### config.mk
export PLATFORM = sky130hd
export DESIGN_NAME = core_sequencer
export DESIGN_NICKNAME = d
export VERILOG_FILES = /design/src/rtl/gmsk_pkg.sv /design/src/rtl/seq_decode.sv /design/src/rtl/core_sequencer.sv
export SDC_FILE = /design/constraint.sdc
export NUM_CORES = 1
export LEC_CHECK = 0
export ABC_AREA = 1
export BUFFER_PORTS_ARGS = -buffer_cell sky130_fd_sc_hd__buf_2
export CORE_ASPECT_RATIO = 1.5
export CORE_MARGIN = 5
export CORE_UTILIZATION = 50
export CTS_CLUSTER_DIAMETER = 120
export DETAILED_ROUTE_END_ITERATION = 10
export PLACE_DENSITY = 0.82
export SLEW_MARGIN = 30
export SYNTH_ARGS = -nofsm -noshare
export SYNTH_HDL_FRONTEND = slang
export SYNTH_SLANG_ARGS = --single-unit
### constraint.sdc
create_clock -name clk -period 1.5 [get_ports clk]
set_input_delay 0.15 -clock clk [delete_from_list [all_inputs] [get_ports clk]]
set_output_delay 0.15 -clock clk [all_outputs]
set_load 0.03 [all_outputs]
### src/rtl/gmsk_pkg.sv
// Shared encodings for the core sequencer: opcodes, ALU operation codes,
// sequencer state enumeration and the decode result record.
package gmsk_pkg;

    localparam logic [6:0] OPC_OP     = 7'b0110011;
    localparam logic [6:0] OPC_OP_IMM = 7'b0010011;

    localparam logic [2:0] F3_ADD_SUB = 3'b000;
    localparam logic [2:0] F3_AND     = 3'b111;
    localparam logic [2:0] F3_OR      = 3'b110;

    localparam logic [6:0] F7_BASE    = 7'b0000000;
    localparam logic [6:0] F7_SUB     = 7'b0100000;

    typedef enum logic [1:0] {
        ALU_ADD = 2'b00,
        ALU_SUB = 2'b01,
        ALU_AND = 2'b10,
        ALU_OR  = 2'b11
    } alu_op_e;

    typedef enum logic [2:0] {
        ST_IDLE      = 3'd0,
        ST_FETCH     = 3'd1,
        ST_DECODE    = 3'd2,
        ST_EXECUTE   = 3'd3,
        ST_WRITEBACK = 3'd4,
        ST_HALT      = 3'd5
    } seq_state_e;

    typedef struct packed {
        logic    legal;
        alu_op_e alu_op;
        logic    alu_src_imm;
    } decode_t;

endpackage

### src/rtl/seq_decode.sv
// Combinational instruction decode: classifies the instruction register as
// legal or not and derives the ALU operation and operand-B select.
module seq_decode
    import gmsk_pkg::*;
(
    input  logic [31:0] ir,
    output logic        legal,
    output logic [1:0]  alu_op,
    output logic        alu_src_imm
);

    logic [6:0] opcode;
    logic [2:0] funct3;
    logic [6:0] funct7;
    decode_t    dec;
    logic       unused_fields;

    assign opcode = ir[6:0];
    assign funct3 = ir[14:12];
    assign funct7 = ir[31:25];

    // Register specifiers and the immediate body do not affect legality.
    assign unused_fields = ^{ir[24:15], ir[11:7]};

    always_comb begin
        dec.legal       = 1'b0;
        dec.alu_op      = ALU_ADD;
        dec.alu_src_imm = 1'b0;
        unique case (opcode)
            OPC_OP: begin
                if (funct7 == F7_BASE) begin
                    unique case (funct3)
                        F3_ADD_SUB: begin dec.legal = 1'b1; dec.alu_op = ALU_ADD; end
                        F3_AND:     begin dec.legal = 1'b1; dec.alu_op = ALU_AND; end
                        F3_OR:      begin dec.legal = 1'b1; dec.alu_op = ALU_OR;  end
                        default:    dec.legal = 1'b0;
                    endcase
                end else if (funct7 == F7_SUB && funct3 == F3_ADD_SUB) begin
                    dec.legal  = 1'b1;
                    dec.alu_op = ALU_SUB;
                end
            end
            OPC_OP_IMM: begin
                if (funct3 == F3_ADD_SUB) begin
                    dec.legal       = 1'b1;
                    dec.alu_op      = ALU_ADD;
                    dec.alu_src_imm = 1'b1;
                end
            end
            default: dec.legal = 1'b0;
        endcase
    end

    assign legal       = dec.legal;
    assign alu_op      = dec.alu_op;
    assign alu_src_imm = dec.alu_src_imm;

endmodule

### src/rtl/core_sequencer.sv
// Multi-cycle instruction sequencer: FETCH/DECODE/EXECUTE/WRITEBACK with
// fetch timeout and sticky halt. Optional retire counter via GMSK_RETIRE_CNT_EN.
module core_sequencer
    import gmsk_pkg::*;
#(
    parameter int unsigned FETCH_TIMEOUT = 15
) (
    input  logic        clk,
    input  logic        rst,
`ifdef GMSK_RETIRE_CNT_EN
    output logic [31:0] retire_cnt,
`endif
    output logic        imem_req,
    input  logic        imem_ack,
    input  logic [31:0] instr_in,
    input  logic        stall_in,
    output logic [31:0] ir,
    output logic        pc_en,
    output logic        reg_write,
    output logic [1:0]  alu_op,
    output logic        alu_src_imm,
    output logic        halt,
    output logic        illegal,
    output logic        fetch_err
);

    localparam logic        TIMEOUT_EN   = (FETCH_TIMEOUT != 0);
    localparam logic [31:0] TIMEOUT_LAST = 32'(FETCH_TIMEOUT) - 32'd1;

    seq_state_e  state_q, state_d;
    logic [31:0] wait_cnt_q, wait_cnt_d;
    logic        load_ir;
    logic        set_illegal;
    logic        set_fetch_err;
    logic        dec_legal;
    logic [1:0]  dec_alu_op;
    logic        dec_alu_src_imm;
    logic        alu_valid;

    seq_decode u_decode (
        .ir          (ir),
        .legal       (dec_legal),
        .alu_op      (dec_alu_op),
        .alu_src_imm (dec_alu_src_imm)
    );

    always_ff @(posedge clk or negedge rst) begin
        if (!rst) begin
            state_q    <= ST_IDLE;
            wait_cnt_q <= '0;
            ir         <= '0;
            illegal    <= 1'b0;
            fetch_err  <= 1'b0;
        end else begin
            state_q    <= state_d;
            wait_cnt_q <= wait_cnt_d;
            if (load_ir) begin
                ir <= instr_in;
            end
            if (set_illegal) begin
                illegal <= 1'b1;
            end
            if (set_fetch_err) begin
                fetch_err <= 1'b1;
            end
        end
    end

    always_comb begin
        state_d       = state_q;
        wait_cnt_d    = wait_cnt_q;
        load_ir       = 1'b0;
        set_illegal   = 1'b0;
        set_fetch_err = 1'b0;
        unique case (state_q)
            ST_IDLE: begin
                state_d    = ST_FETCH;
                wait_cnt_d = '0;
            end
            ST_FETCH: begin
                // An ack on the final allowed cycle takes priority over the timeout.
                if (imem_ack) begin
                    load_ir    = 1'b1;
                    state_d    = ST_DECODE;
                    wait_cnt_d = '0;
                end else if (TIMEOUT_EN && wait_cnt_q == TIMEOUT_LAST) begin
                    state_d       = ST_HALT;
                    set_fetch_err = 1'b1;
                    wait_cnt_d    = '0;
                end else if (TIMEOUT_EN) begin
                    wait_cnt_d = wait_cnt_q + 32'd1;
                end
            end
            ST_DECODE: begin
                if (dec_legal) begin
                    state_d = ST_EXECUTE;
                end else begin
                    state_d     = ST_HALT;
                    set_illegal = 1'b1;
                end
            end
            ST_EXECUTE: begin
                if (!stall_in) begin
                    state_d = ST_WRITEBACK;
                end
            end
            ST_WRITEBACK: state_d = ST_FETCH;
            ST_HALT:      state_d = ST_HALT;
            default:      state_d = ST_IDLE;
        endcase
    end

    assign alu_valid = (state_q == ST_EXECUTE) || (state_q == ST_WRITEBACK);

    always_comb begin
        imem_req    = (state_q == ST_FETCH);
        reg_write   = (state_q == ST_WRITEBACK);
        pc_en       = (state_q == ST_WRITEBACK);
        halt        = (state_q == ST_HALT);
        alu_op      = ALU_ADD;
        alu_src_imm = 1'b0;
        if (alu_valid) begin
            alu_op      = dec_alu_op;
            alu_src_imm = dec_alu_src_imm;
        end
    end

`ifdef GMSK_RETIRE_CNT_EN
    always_ff @(posedge clk or negedge rst) begin
        if (!rst) begin
            retire_cnt <= '0;
        end else if (state_q == ST_WRITEBACK) begin
            retire_cnt <= retire_cnt + 32'd1;
        end
    end
`endif

endmodule

# Yosys cells after proc, flatten, opt, wreduce, memory -nomap -nowiden
# Cells that the tools add are included.
# word_totals
ff_bits	69
inputBits	36
# op_classes
n_mux	25
eq_ne	13
reduce_logical	9
add_sub_neg	1
# ops
cell	n
two-way mux 32 bit	2
one-hot mux 32 bit (2 select lines)	1
adder 32 x 1 -> 32 bit, second input constant	1
== test 32 x 4 -> 1 bit, second input constant	1
two-way mux 3 bit	6
one-hot mux 3 bit (5 select lines)	1
== test 7 x 6 -> 1 bit, second input constant	2
== test 3 bit, second input constant	4
two-way mux 1 bit	10
one-hot mux 2 bit (2 select lines)	2
== test 7 x 5 -> 1 bit, second input constant	1
logical NOT 7 bit	1
== test 3 x 2 -> 1 bit, second input constant	2
logical NOT 3 bit	2
two-way mux 4 bit	1
== test 3 x 1 -> 1 bit, second input constant	1
inequality test 3 x 1 -> 1 bit, second input constant	1
OR reduction 3 bit	1
two-way mux 2 bit	1
inequality test 2 bit, second input constant	1
one-hot mux 1 bit (2 select lines)	1
AND reduction 2 bit	1
nonzero test 2 bit	1
OR reduction 2 bit	1
2 further kinds	2

# Depth between registers and ports, before layout
# Gate-level depths: netlist of run 1.
# logic_depth
ltp_word	7
depth_mapped	11

# By module
# Synthesis of run 1 repeated with hierarchy kept, for this count alone.
# hier_totals
hier_cells	503
hier_area_um2	3906.2
# by_module_without_submodules
module	cells_per_inst	n_inst	area_per_inst_um2
core_sequencer	469	1	3752.3
seq_decode	34	1	153.9

# Worst setup path after synthesis of run 1
# Ideal clock, no wire load.
# synth_timing
path_kind	reg-to-output
start	reg state_q[1]
end	out alu_op[1]
stages_incl_launch_ff	6
n_path_buf	0
path_slack_ns	-0.685
arrival_ns	2.035
path_cell_list	dfrtp_1 > inv_1 > nand2_1 > nor2_1 > o21ai_0 > nor3b_1
# synth_via
elab_chain_cells	3
word_cells_on_any_way	4
classes_between	eq/ne: 2; mux: 1; reduce/logical: 1
# synth_lines
item	line_no	text
start: declaration	core_sequencer.sv:30	seq_state_e state_q, state_d;
start signal: assignment	core_sequencer.sv:55	state_q <= state_d;
== test 3 bit	--	
named net pc_en	core_sequencer.sv:18	output logic pc_en,
logical OR 1 bit	core_sequencer.sv:113	assign alu_valid = (state_q == ST_EXECUTE) || (state_q == ST_WRITEBACK);
two-way mux 2 bit	core_sequencer.sv:122	if (alu_valid) begin
end: declaration	core_sequencer.sv:20	output logic [1:0] alu_op,
# The timed path passes the listed nets, and every way through them passes these cells.

# Final worst setup path of run 1
# layout_timing
start	reg ir[3]
end	out alu_src_imm
# layout_via
elab_chain_cells	3
# layout_lines
item	line_no	text
start: declaration	core_sequencer.sv:17	output logic [31:0] ir,
start signal: assignment	core_sequencer.sv:58	ir <= instr_in;
== test 7 x 5 -> 1 bit	seq_decode.sv:29	unique case (opcode)
two-way mux 1 bit	seq_decode.sv:29	
two-way mux 1 bit	core_sequencer.sv:122	
end: declaration	core_sequencer.sv:21	output logic alu_src_imm,
# Every way passes these cells.

==> out/results.txt, run 1 <==
DP HPWL = 7980 microns
Critical Path Slowest Stage Cell = dfrtp_2
Netlist cell types = 25
Netlist Area Pre-Place = 3810 sq um
CTS H-tree depth = 3
RSZ-0062 raised after global routing = yes
Nets = 691
Vias in the first global route = 3965
Die Wd = 81.3 microns
GPL Wtd Cong = 0.950
Area of the core = 7510 sq um
Rows = 39
Total Die Area = 9500 sq um
Setup WS post-layout = -315 ps
Final Hold Vio Count = 0
Setup CP Type = reg2out
Diodes inserted = 0
Failing checks = negative setup slack
Post-synthesis register bit count = 69
Initial antenna violation count = 0
Syn Inst Count = 498
Tot Pwr = 10.1 mW
Filler Cell Count = 526
Worst-Margin Slew = 387 ps
Initial DRC count = 299
Fin crit share = 121%
Run status = finished with violations
All-Layer GR Usage = 25.5%
Slew HR = 74.0%
Clock Skews = 11.2 ps
R2r setup slk = -100 ps
Clock tree sinks = 69
Synth Area per Inst = 7.65 sq um
Vert. Die Dim = 117 microns
Startpoint Class = flop
Largest net degree at the start of global routing = 70
DRC Markers = 0
Worst EP required = 1350 ps
DR pass1 iterations = 7
Max incr delay on CP = 440 ps
Clock tree buffer depth = 2
Layout cell share with drive strength beyond 1 = 42.7%
Arr. time, crit path = 1670 ps
Setup TNS = -2640 ps
Post-DRT Antenna Nets = 0
Initial Util = 50.7%
Grt total ovfl = 0
Post-Route WL = 13200 microns
Maximum clock frequency = 551 MHz
Routed vias/inst = 5.39
Sequential area share after synthesis = 45.3%
Cts bufs inserted = 9
Final setup viols = 42
Maximum fanout along the worst path = 3
Slew Limit Fails = 0
Root buffer cell = clkbuf_16
First-pass GRT wire length = 18300 microns
Syn_nets = 536
Routed WL per cell = 17.4 microns
Port Buffers = 76
Clock Latency Late Sink = 340 ps
Multi-input gate area = 2150 sq um
Detailed-route via count = 4093
Maximum vdd ir drop = 1.59 mV
Static leakage = 2.65 nW
Clock-pin slew on the worst setup and hold paths = 60 ps
Crit path time final = 1820 ps
Sequential Area = 1740 sq um
Worst setup EP type = output port
Hold Path Class = in2reg
Synth warn = 0
IO Pins = 77
Post-placement setup slack = -76.0 ps
P&R area growth vs syn = 47.9%
Number of max-cap violations = 0
Clock tree from TritonCTS = built
PwrDens = 1790 nW/um^2
Cells along the critical path = nor2_4 -> nand3_4 -> buf_4 -> nor2_4 -> nand3_2 -> nor2_1 -> buf_4
==> stage by stage <==
step | cells | hold slack (ps) | util (%) | cell area (sq um)
3_3_place_gp | 710 | 198 | 61.8 | 4650
5_1_grt | 760 | 41.4 | 74.9 | 5630
2_1_floorplan | 498 | -146 | - | 3840
3_5_place_dp | 710 | 204 | 61.8 | 4650
4_1_cts | 736 | 38.9 | 68.0 | 5110
6_report | 760 | 39.8 | 74.9 | 5630
==> sequential cells by signal, indices dropped and copies added, names as in the netlist <==
name,count
ir,32
state_q,3
wait_cnt_q,32
fetch_err,1
illegal,1
==> placed cells by master (no fill, tap or decap), types with 2 or more instances in the layout <==
cell type,synthesis,final
nor3_1,8,5
buf_4,1,63
nand4_1,23,23
mux2_4,9,9
nand2_1,158,143
a21oi_1,10,6
mux2_2,18,18
clkbuf_16,0,12
nand2_4,0,2
nand2_2,1,13
nor2_2,5,19
dfrtp_1,69,58
inv_1,41,35
inv_4,0,3
xor2_2,0,3
nor2_4,0,12
clkbuf_8,0,2
clkinvlp_4,0,2
inv_2,3,5
xor2_1,7,4
dfrtp_2,0,11
clkbuf_1,5,2
nand3_1,24,21
a21oi_2,0,4
nand3_2,1,3
buf_2,2,70
o21ai_2,0,2
o21ai_0,13,11
buf_12,0,4
buf_6,2,9
nor2_1,91,65
clkinv_1,2,2
nor3_2,0,2
buf_8,0,3
==> cell families (layout without fill, tap and decap cells) <==
family / count (synthesis) / in the layout / share of synthesized area (%)
multiplexers: 27 / 27 / 8.87
buffers and inverters: 56 / 216 / 6.08
XOR/XNOR: 7 / 7 / 1.61
adder cells (fa/ha/maj): 2 / 2 / 0.657
flip-flops: 69 / 69 / 45.4
AO/OA/AOI/OAI: 25 / 25 / 3.45
AND/OR/NAND/NOR: 312 / 312 / 34.0
==> final timing paths <==
path,cells past startpoint,start,endpoint
max,7,ir[3]$_DFFE_PN0P_,alu_src_imm
min,2,instr_in[1],ir[1]$_DFFE_PN0P_
max reg2reg,8,state_q[2]$_DFFE_PN0P_,wait_cnt_q[11]$_DFFE_PN0P_
min reg2reg,2,illegal$_DFFE_PN0P_,illegal$_DFFE_PN0P_
max in group asynchronous,3,rst,wait_cnt_q[14]$_DFFE_PN0P_
min in group asynchronous,3,rst,wait_cnt_q[24]$_DFFE_PN0P_
==> what timing repair did <==
| item | CTS | global route |
|---|---|---|
| gates resized for setup | 27 | 90 |
| hold endpoints to repair | 69 | 0 |
| setup endpoints to repair | 16 | 67 |
| hold buffers | 1 | 0 |
| gates cloned | 2 | 5 |
| pin swaps | 4 | 28 |
| buffers inserted | 7 | 21 |
==> power by group <==
group | switching, mW | internal (mW)
logic | 3.10 | 2.09
registers | 0.481 | 2.40
clock network | 0.804 | 1.21
==> layer usage <==
metal / GRT usage [%] / wire [microns] / vias up
met2: 44.8 / 6960 / 201
met4: 14.0 / 772 / 0
met5: 0 / 0 / -
li1: - / - / 1908
met1: 27.7 / 4610 / 1923
met3: 6.20 / 854 / 61
==> cells in the mapped netlist <==
library cell	instances	area [sq um]
dfrtp_1	69	1730
inv_1	41	154
clkbuf_1	5	18.8
nand2_2	1	6.26
xor2_1	7	61.3
o21ai_0	13	65.1
nor2_1	91	342
nand3_1	24	120
nand2_1	158	593
inv_2	3	11.3
a21oi_1	10	50.1
nand4_1	23	144
o21bai_1	1	7.51
mux2_2	18	203
clkinv_1	2	7.51
nor3_1	8	40.0
mux2_4	9	135
nand3_2	1	10.0
buf_4	1	7.51
a31o_2	1	8.76
ha_1	2	25.0
nor2_2	5	31.3
nor3b_1	1	7.51
buf_2	2	10.0
buf_6	2	22.5
==> final cells by class <==
type	count	area share (%)
multi-input combinational	373	38.2
sequential	69	30.9
clock buffer	13	4.62
clock inverter	3	0.378
timing repair inverter	1	0.133
timing repair buffer	153	20.2
inverter	46	3.33
tap	102	2.27
==> worst max-delay path, delay by kind of cell, from the launching register on <==
family        cells  cell delay (ps)
simple gates      5              550
flops             1              440
buf+inv           2              330
No activity file was read; power rests on OpenSTA's default activity.
==> inputs of run 2 (changes only) <==
--- a/config.mk
+++ b/config.mk
@@ -12,8 +12,9 @@
 export CORE_UTILIZATION = 50
 export CTS_CLUSTER_DIAMETER = 120
 export DETAILED_ROUTE_END_ITERATION = 10
-export PLACE_DENSITY = 0.82
+export PLACE_DENSITY = 0.81
 export SLEW_MARGIN = 30
 export SYNTH_ARGS = -nofsm -noshare
 export SYNTH_HDL_FRONTEND = slang
+export SYNTH_HIERARCHICAL = 1
 export SYNTH_SLANG_ARGS = --single-unit
==> run 2 against run 1 <==
Against the previous run:
- the flow still finishes with violations (negative setup slack)
- sequential power down 35%
- clock-buffer cell count down 3
- final area up 10%
- die area up 2.3%
- global-route usage up 6.1 points
- critical endpoint is now alu_op[0]
- largest power group is now the clock network
==> out/results.txt, run 2 <==
Hold path depth = 2
RSZ-0062 raised after global routing = yes
Number of max-cap violations = 0
Fin crit share = 135%
Grt total ovfl = 0
Post-Route WL = 18500 microns
Post-synthesis register bit count = 69
Placed instance area = 4910 sq um
Area contributors post-synth = dfrtp_1 (44%), nand2_1 (13%), nor2_1 (9.4%), mux2_2 (8.9%), inv_1 (5.1%)
Worst path top cell family by delay = simple AND/OR/NAND/NOR gates
Nets = 720
Commonest non-fill, non-tap cell in the layout = nand2_1
Run status = finished with violations
P&R area growth vs syn = 58.6%
Hold Path Sink = ir[9]$_DFFE_PN0N_
Initial antenna violation count = 0
Port Buffers = 76
Final Util = 81.4%
PwrDens = 703 nW/um^2
Cts bufs inserted = 9
Syn Inst Count = 503
Post-Layout Cell Count = 789
Layout cell share with drive strength beyond 1 = 51.8%
Fraction of registers with async set or reset after synthesis = 100%
DP HPWL = 8420 microns
Maximum fanout along the worst path = 3
Most frequent cell after synthesis = nand2_1
Clock tree sinks = 69
Clock Latency Late Sink = 350 ps
Worst EP required = 1350 ps
Most frequent cells in the layout = nand2_1 (113), buf_4 (80), buf_2 (69)
Setup TNS = -7750 ps
Arr. time, crit path = 1870 ps
Post-placement setup slack = -141 ps
Crit path top cell by count = nor2_1
Root buffer cell = clkbuf_16
Die Wd = 82.2 microns
CTS H-tree depth = 3
Failing checks = negative setup slack
Maximum vdd ir drop = 0.807 mV
Maximum clock frequency = 495 MHz
Critical Path Slowest Stage Cell = dfrtp_1
Synth warn = 6
Area of the core = 7610 sq um
IO Pins = 77
Post-DRT Antenna Nets = 0
Synth Area per Inst = 7.77 sq um
DRC Markers = 0
All-Layer GR Usage = 31.5%
Syn_nets = 541
Clock-pin slew on the worst setup and hold paths = 60 ps
Clock tree from TritonCTS = built
GPL Wtd Cong = 0.961
Rows = 39
Clock Skews = 8.68 ps
Number of flops mapped to enable cells by yosys = 0
Static leakage = 3.13 nW
Routed vias/inst = 6.04
Routed WL per cell = 23.5 microns
Post-synth top area share = 44.2%
Dpl cells = 737
Total Die Area = 9720 sq um
Setup WS post-layout = -520 ps
Sequential area share after synthesis = 44.2%
Largest net degree at the start of global routing = 57
Hold path start = instr_in[9]
Worst reg2reg path startpoint = ir[26]$_DFFE_PN0N_
Filler Cell Count = 390
Ys flop type = dfrtp_1
Vert. Die Dim = 118 microns
Startpoint Class = flop
Max incr delay on CP = 410 ps
Detailed-route via count = 4762
Tot Pwr = 4.35 mW
Final Instance Area = 6200 sq um
Critical path depth in cells = 9
Clock tree buffer depth = 2
Most frequent cells after synthesis = nand2_1 (137), nor2_1 (98), dfrtp_1 (69)
Final Hold Vio Count = 0
Setup CP Type = reg2out
Reg-to-reg endpoint = state_q[2]$_DFFE_PN0P_
R2r setup slk = -390 ps
Synth area leader = dfrtp_1
Worst setup EP type = output port
Crit path time final = 2020 ps
Initial Util = 51.3%
Top Registers = ir x32, wait_cnt_q x32, state_q x3
Slew Limit Fails = 0
Vias in the first global route = 4550
Hold Path Class = in2reg
Worst path buffer plus inverter count = 2
Worst-Margin Slew = 335 ps
FF-to-FF path depth = 11
Netlist cell types = 26
DR pass1 iterations = 5
Slew HR = 77.7%
Crit path launch = ir[26]$_DFFE_PN0N_
Diodes inserted = 0
Netlist Area Pre-Place = 3910 sq um
Final setup viols = 41
Worst hold margin = 26.9 ps
Initial DRC count = 571
Cells along the critical path = nor2_1 -> nand2_2 -> nor2_4 -> nand2_2 -> nor2_1 -> nor2_1 -> inv_1 -> nor2_2 -> buf_6
First-pass GRT wire length = 23200 microns
==> run 2: changes by cell type in the layout (fill, tap and decap cells not counted), sizes merged, moves of 6 or more <==
cell / delta
a21oi: -9
nand3: +9
buf: +29
nand2: -19
clkbuf: -6
nor2: +12
inv: +11
==> run 2: kinds of logic (layout without fill, tap and decap cells) <==
kind of cell	count (synthesis)	in the layout	synth area share, %
DFF	69	69	44.2
and+or+nand+nor	311	311	34.4
buffers and inverters	66	250	7.30
xor gates and xnor gates	12	12	2.69
AOI/OAI and AO/OA	11	11	1.54
adders and majority gates	2	2	0.641
muxes	32	32	9.22
==> run 2: what timing repair did <==
action | 4_1_cts | 5_1_grt
hold endpoints to repair | 69 | 0
cloned | 2 | 0
hold buffers | 1 | 0
setup endpoints to repair | 32 | 47
gates resized for setup | 68 | 122
buffers inserted | 17 | 22
pin swaps | 22 | 50
==> run 2: layout make-up <==
cell class / count / area, sq um / area share (%)
multi-input cells: 368 / 2460 / 39.7
clock buffers: 10 / 229 / 3.69
clock inverters: 6 / 87.6 / 1.41
inverters: 55 / 206 / 3.33
repair buffers: 179 / 1350 / 21.7
well taps: 102 / 128 / 2.06
flip-flops and latches: 69 / 1740 / 28.1
==> run 2: worst reg2reg max path: cells and delay by family (launching register included) <==
| kind | cells | cell delay, ps |
|---|---|---|
| compound gates | 2 | 260 |
| buf+inv | 2 | 180 |
| flops | 1 | 410 |
| simple gates | 7 | 920 |
==> run 2: worst max-delay path by stage <==
stage	slack, ps	to
6_report	-520	alu_op[0]
4_1_cts	-330	alu_op[1]
3_3_place_gp	-40	state_q[2]$_DFFE_PN0P_
2_1_floorplan	-40	state_q[2]$_DFFE_PN0P_
5_1_grt	-600	alu_op[0]
3_5_place_dp	-140	state_q[2]$_DFFE_PN0P_
==> run 2: per-layer routing <==
layer	GRT usage, %	vias up	share of wire, %
li1	-	1952	-
met1	34.1	2219	31
met2	52.0	432	48
met3	8.83	159	10
met4	20.8	0	11
met5	0	-	0
==> run 2: power breakdown <==
| part | switching [mW] | internal [mW] | leakage (nW) | total [mW] |
|---|---|---|---|---|
| registers | 0 | 1.86 | 0.864 | 1.86 |
| logic | 0.0695 | 0.0437 | 2.11 | 0.113 |
| clock network | 0.924 | 1.46 | 0.156 | 2.38 |
==> inputs of run 3 (changes only) <==
--- a/config.mk
+++ b/config.mk
@@ -13,6 +13,7 @@
 export CTS_CLUSTER_DIAMETER = 120
 export DETAILED_ROUTE_END_ITERATION = 10
 export PLACE_DENSITY = 0.81
+export SETUP_SLACK_MARGIN = 0.2
 export SLEW_MARGIN = 30
 export SYNTH_ARGS = -nofsm -noshare
 export SYNTH_HDL_FRONTEND = slang
==> run 3 against run 2 <==
Against the previous run:
- the run now fails in global routing
- synthesized cell count is the same
- area after synthesis unchanged
==> out/results.txt, run 3 <==
Sequential area share after synthesis = 44.2%
GPL Wtd Cong = 0.968
Most frequent cells after synthesis = nand2_1 (137), nor2_1 (98), dfrtp_1 (69)
Ys flop type = dfrtp_1
Number of flops mapped to enable cells by yosys = 0
Synth warn = 6
CTS H-tree depth = 3
WEP type = primary output
Post-placement setup slack = -127 ps
Netlist Area Pre-Place = 3910 sq um
Clock tree sinks = 69
Most frequent cell after synthesis = nand2_1
Port Buffers = 76
IO Pins = 77
Largest net degree at the start of global routing = 37
Post-synthesis register bit count = 69
Root buffer cell = clkbuf_16
Cts bufs inserted = 9
Run status = did not finish
Syn_nets = 541
Synth area leader = dfrtp_1
All-Layer GR Usage = 59.3%
Syn Inst Count = 503
Post-synth top area share = 44.2%
Die Wd = 82.2 microns
Grt total ovfl = 2
Area contributors post-synth = dfrtp_1 (44%), nand2_1 (13%), nor2_1 (9.4%), mux2_2 (8.9%), inv_1 (5.1%)
DP HPWL = 8600 microns
Rows = 39
Grt repair worst endpoint = alu_op[0]
Dpl cells = 734
Netlist cell types = 26
Synth Area per Inst = 7.77 sq um
Clock tree buffer depth = 2
Vert. Die Dim = 118 microns
Fraction of registers with async set or reset after synthesis = 100%
First Err = [ERROR GRT-0232] Routing congestion too high. Check the congestion heatmap in the GUI.
Initial Util = 51.3%
Last stage reached = global routing
## run 3: logic make-up after synthesis
logic type / after synthesis / synth area share (%)
muxes: 32 / 9.22
xor gates and xnor gates: 12 / 2.69
adders and majority gates: 2 / 0.641
and+or+nand+nor: 311 / 34.4
AOI/OAI and AO/OA: 11 / 1.54
DFF: 69 / 44.2
buffers and inverters: 66 / 7.30
## run 3: timing repair
item | 4_1_cts
hold endpoints to repair | 14
setup buffers | 50
gates resized for setup | 173
gates cloned | 7
setup endpoints to repair | 76
pin swaps | 62
hold buffers | 1
## run 3: layer usage
layer | overflow | global-route usage, %
met1 | 0 | 59.8
met2 | 1 | 77.3
met3 | 0 | 38.7
met4 | 1 | 60.0
met5 | 0 | 4.44
## run 3: metrics by stage
stage	area, sq um	utilization [%]	TNS [ps]
floorplan	4000	-	-42.4
detailed placement	4940	64.9	-577
global placement	4940	64.9	-125
CTS	6410	84.3	-3380
==> inputs of run 4 (changes only) <==
--- a/config.mk
+++ b/config.mk
@@ -7,13 +7,10 @@
 export LEC_CHECK = 0
 export ABC_AREA = 1
 export BUFFER_PORTS_ARGS = -buffer_cell sky130_fd_sc_hd__buf_2
-export CORE_ASPECT_RATIO = 1.5
 export CORE_MARGIN = 5
-export CORE_UTILIZATION = 50
-export CTS_CLUSTER_DIAMETER = 120
+export CORE_UTILIZATION = 40
 export DETAILED_ROUTE_END_ITERATION = 10
-export PLACE_DENSITY = 0.81
-export SETUP_SLACK_MARGIN = 0.2
+export PLACE_DENSITY_LB_ADDON = 0.15
 export SLEW_MARGIN = 30
 export SYNTH_ARGS = -nofsm -noshare
 export SYNTH_HDL_FRONTEND = slang
==> constraint.sdc (replaced) <==
create_clock -name clk -period 2 [get_ports clk]
set_input_delay 0.2 -clock clk [delete_from_list [all_inputs] [get_ports clk]]
set_output_delay 0.2 -clock clk [all_outputs]
set_load 0.03 [all_outputs]
==> run 4 against run 3 <==
Against the previous run:
- the run now ends clean
==> out/results.txt, run 4 (synthesis results as in run 2) <==
Clock Latency Late Sink = 350 ps
Post-Route WL = 9940 microns
Clk pwr share = 44.4%
Initial DRC count = 246
Post-DRT Antenna Nets = 0
Slew Limit Fails = 0
Initial antenna violation count = 0
Setup TNS = 0 ps
Hold path start = instr_in[9]
Critical Path Slowest Stage Cell = dfrtp_1
Run status = complete, no violations
Port Buffers = 76
Vert. Die Dim = 109 microns
Arr. time, crit path = 1660 ps
CTS H-tree depth = 3
Final Hold Vio Count = 0
First-pass GRT wire length = 16600 microns
Maximum vdd ir drop = 0.381 mV
GPL Wtd Cong = 0.935
Hold Path Class = in2reg
Switching Fraction = 23.7%
Detailed-route via count = 3517
Maximum clock frequency = 538 MHz
Reg-to-reg endpoint = wait_cnt_q[22]$_DFFE_PN0P_
Die Wd = 109 microns
Max incr delay on CP = 390 ps
Cells along the critical path = or2_1 -> nor2_2 -> nand3_2 -> nor2_1 -> inv_1 -> nor2_1 -> buf_4
DRC Markers = 0
Setup WS post-layout = 140 ps
Slew HR = 62.3%
Hold Path Sink = ir[9]$_DFFE_PN0N_
Startpoint Class = flop
PwrDens = 560 nW/um^2
Clock Skews = 12.6 ps
P&R area growth vs syn = 20.5%
IO Pins = 77
Routed WL per cell = 13.7 microns
RSZ-0062 raised after global routing = no
Crit path time final = 1860 ps
Top Registers = ir x32, wait_cnt_q x32, state_q x3
DR pass1 iterations = 4
Cts bufs inserted = 9
Routed vias/inst = 4.83
Worst-Margin Slew = 566 ps
All-Layer GR Usage = 17.9%
Rows = 36
Fin crit share = 93.0%
Clock tree sinks = 69
Initial Util = 40.5%
P_int = 2.01 mW
Clock tree buffer depth = 2
Layout cell share with drive strength beyond 1 = 25.2%
Largest net degree at the start of global routing = 51
Commonest non-fill, non-tap cell in the layout = nand2_1
Most frequent cells in the layout = nand2_1 (137), nor2_1 (98), buf_2 (74)
Setup CP Type = reg2out
Net Sw Power = 0.625 mW
Diodes inserted = 0
Post-placement setup slack = 262 ps
Root buffer cell = clkbuf_8
Worst EP required = 1800 ps
DP HPWL = 7590 microns
Static leakage = 2.43 nW
FF-to-FF path depth = 9
Area of the core = 9640 sq um
Clock-pin slew on the worst setup and hold paths = 80 ps
Combinational Power Share = 2.7%
Clock tree from TritonCTS = built
Worst setup EP type = output port
Grt total ovfl = 0
Final setup viols = 0
Total Die Area = 11800 sq um
Nets = 628
Crit path top cell by count = nor2_1
Vias in the first global route = 3592
R2r setup slk = 240 ps
Worst reg2reg path startpoint = wait_cnt_q[0]$_DFFE_PN0P_
Flop pwr share = 52.9%
Number of max-cap violations = 0
Hold path depth = 2
Maximum fanout along the worst path = 3
[run 4: metal layers]
layer	vias to the layer above	global-route usage, %	wire (microns)
li1	1758	-	-
met5	-	0	0
met1	1634	22.7	4400
met3	21	4.97	711
met4	0	6.67	218
met2	104	29.2	4610
[run 4: worst max-delay path by stage]
stage                               from                    endpoint  slack, ps  cells after the start
2_1_floorplan     state_q[1]$_DFFE_PN0P_                   alu_op[0]        210                      3
3_3_place_gp   wait_cnt_q[0]$_DFFE_PN0P_  wait_cnt_q[28]$_DFFE_PN0P_        290                      9
3_5_place_dp   wait_cnt_q[0]$_DFFE_PN0P_  wait_cnt_q[28]$_DFFE_PN0P_        260                      9
4_1_cts               ir[29]$_DFFE_PN0N_                   alu_op[0]         90                      7
5_1_grt               ir[29]$_DFFE_PN0N_                   alu_op[0]          4                      7
6_report              ir[29]$_DFFE_PN0N_                   alu_op[0]        140                      7
[run 4: what timing repair did]
| item | in CTS | in global routing |
|---|---|---|
| setup endpoints to repair | 0 | 3 |
| hold endpoints to repair | 19 | 0 |
| buffers inserted | 0 | 2 |
| gates resized for setup | 0 | 3 |
| hold buffers | 1 | 0 |
[run 4: power groups by stage]
stage          sequential (mW)  combinational (mW)  clock [mW]
4_1_cts                   1.39              0.0740        1.20
3_5_place_dp              1.42              0.0721           0
2_1_floorplan             1.42             0.00405           0
3_3_place_gp              1.42              0.0707           0
5_1_grt                   1.39              0.0816        1.27
6_report                  1.39              0.0706        1.17
[run 4: layout make-up]
cell class / instances / area [sq um]
fill: 971 / 4930
multi-input combinational: 368 / 1900
sequential: 69 / 1730
timing repair buffer: 87 / 508
inverter: 55 / 206
tap: 133 / 166
clock buffer: 10 / 128
clock inverter: 6 / 71.3
[run 4: per-stage QoR]
stage | total power, mW | util [%] | std cells | area, sq um | hold slack [ps]
6_report | 2.64 | 48.8 | 728 | 4710 | 67.5
5_1_grt | 2.74 | 48.8 | 728 | 4710 | 52.2
4_1_cts | 2.67 | 48.5 | 726 | 4670 | 48.1
3_5_place_dp | 1.49 | 46.3 | 709 | 4460 | 217
3_3_place_gp | 1.49 | 46.3 | 709 | 4460 | 215
2_1_floorplan | 1.43 | - | 503 | 3910 | -95.6
[run 4: critical path, delay by kind of cell (launching register included)]
family	cells	cell delay [ps]
and+or+nand+nor	5	710
DFF	1	390
buffers and inverters	2	220
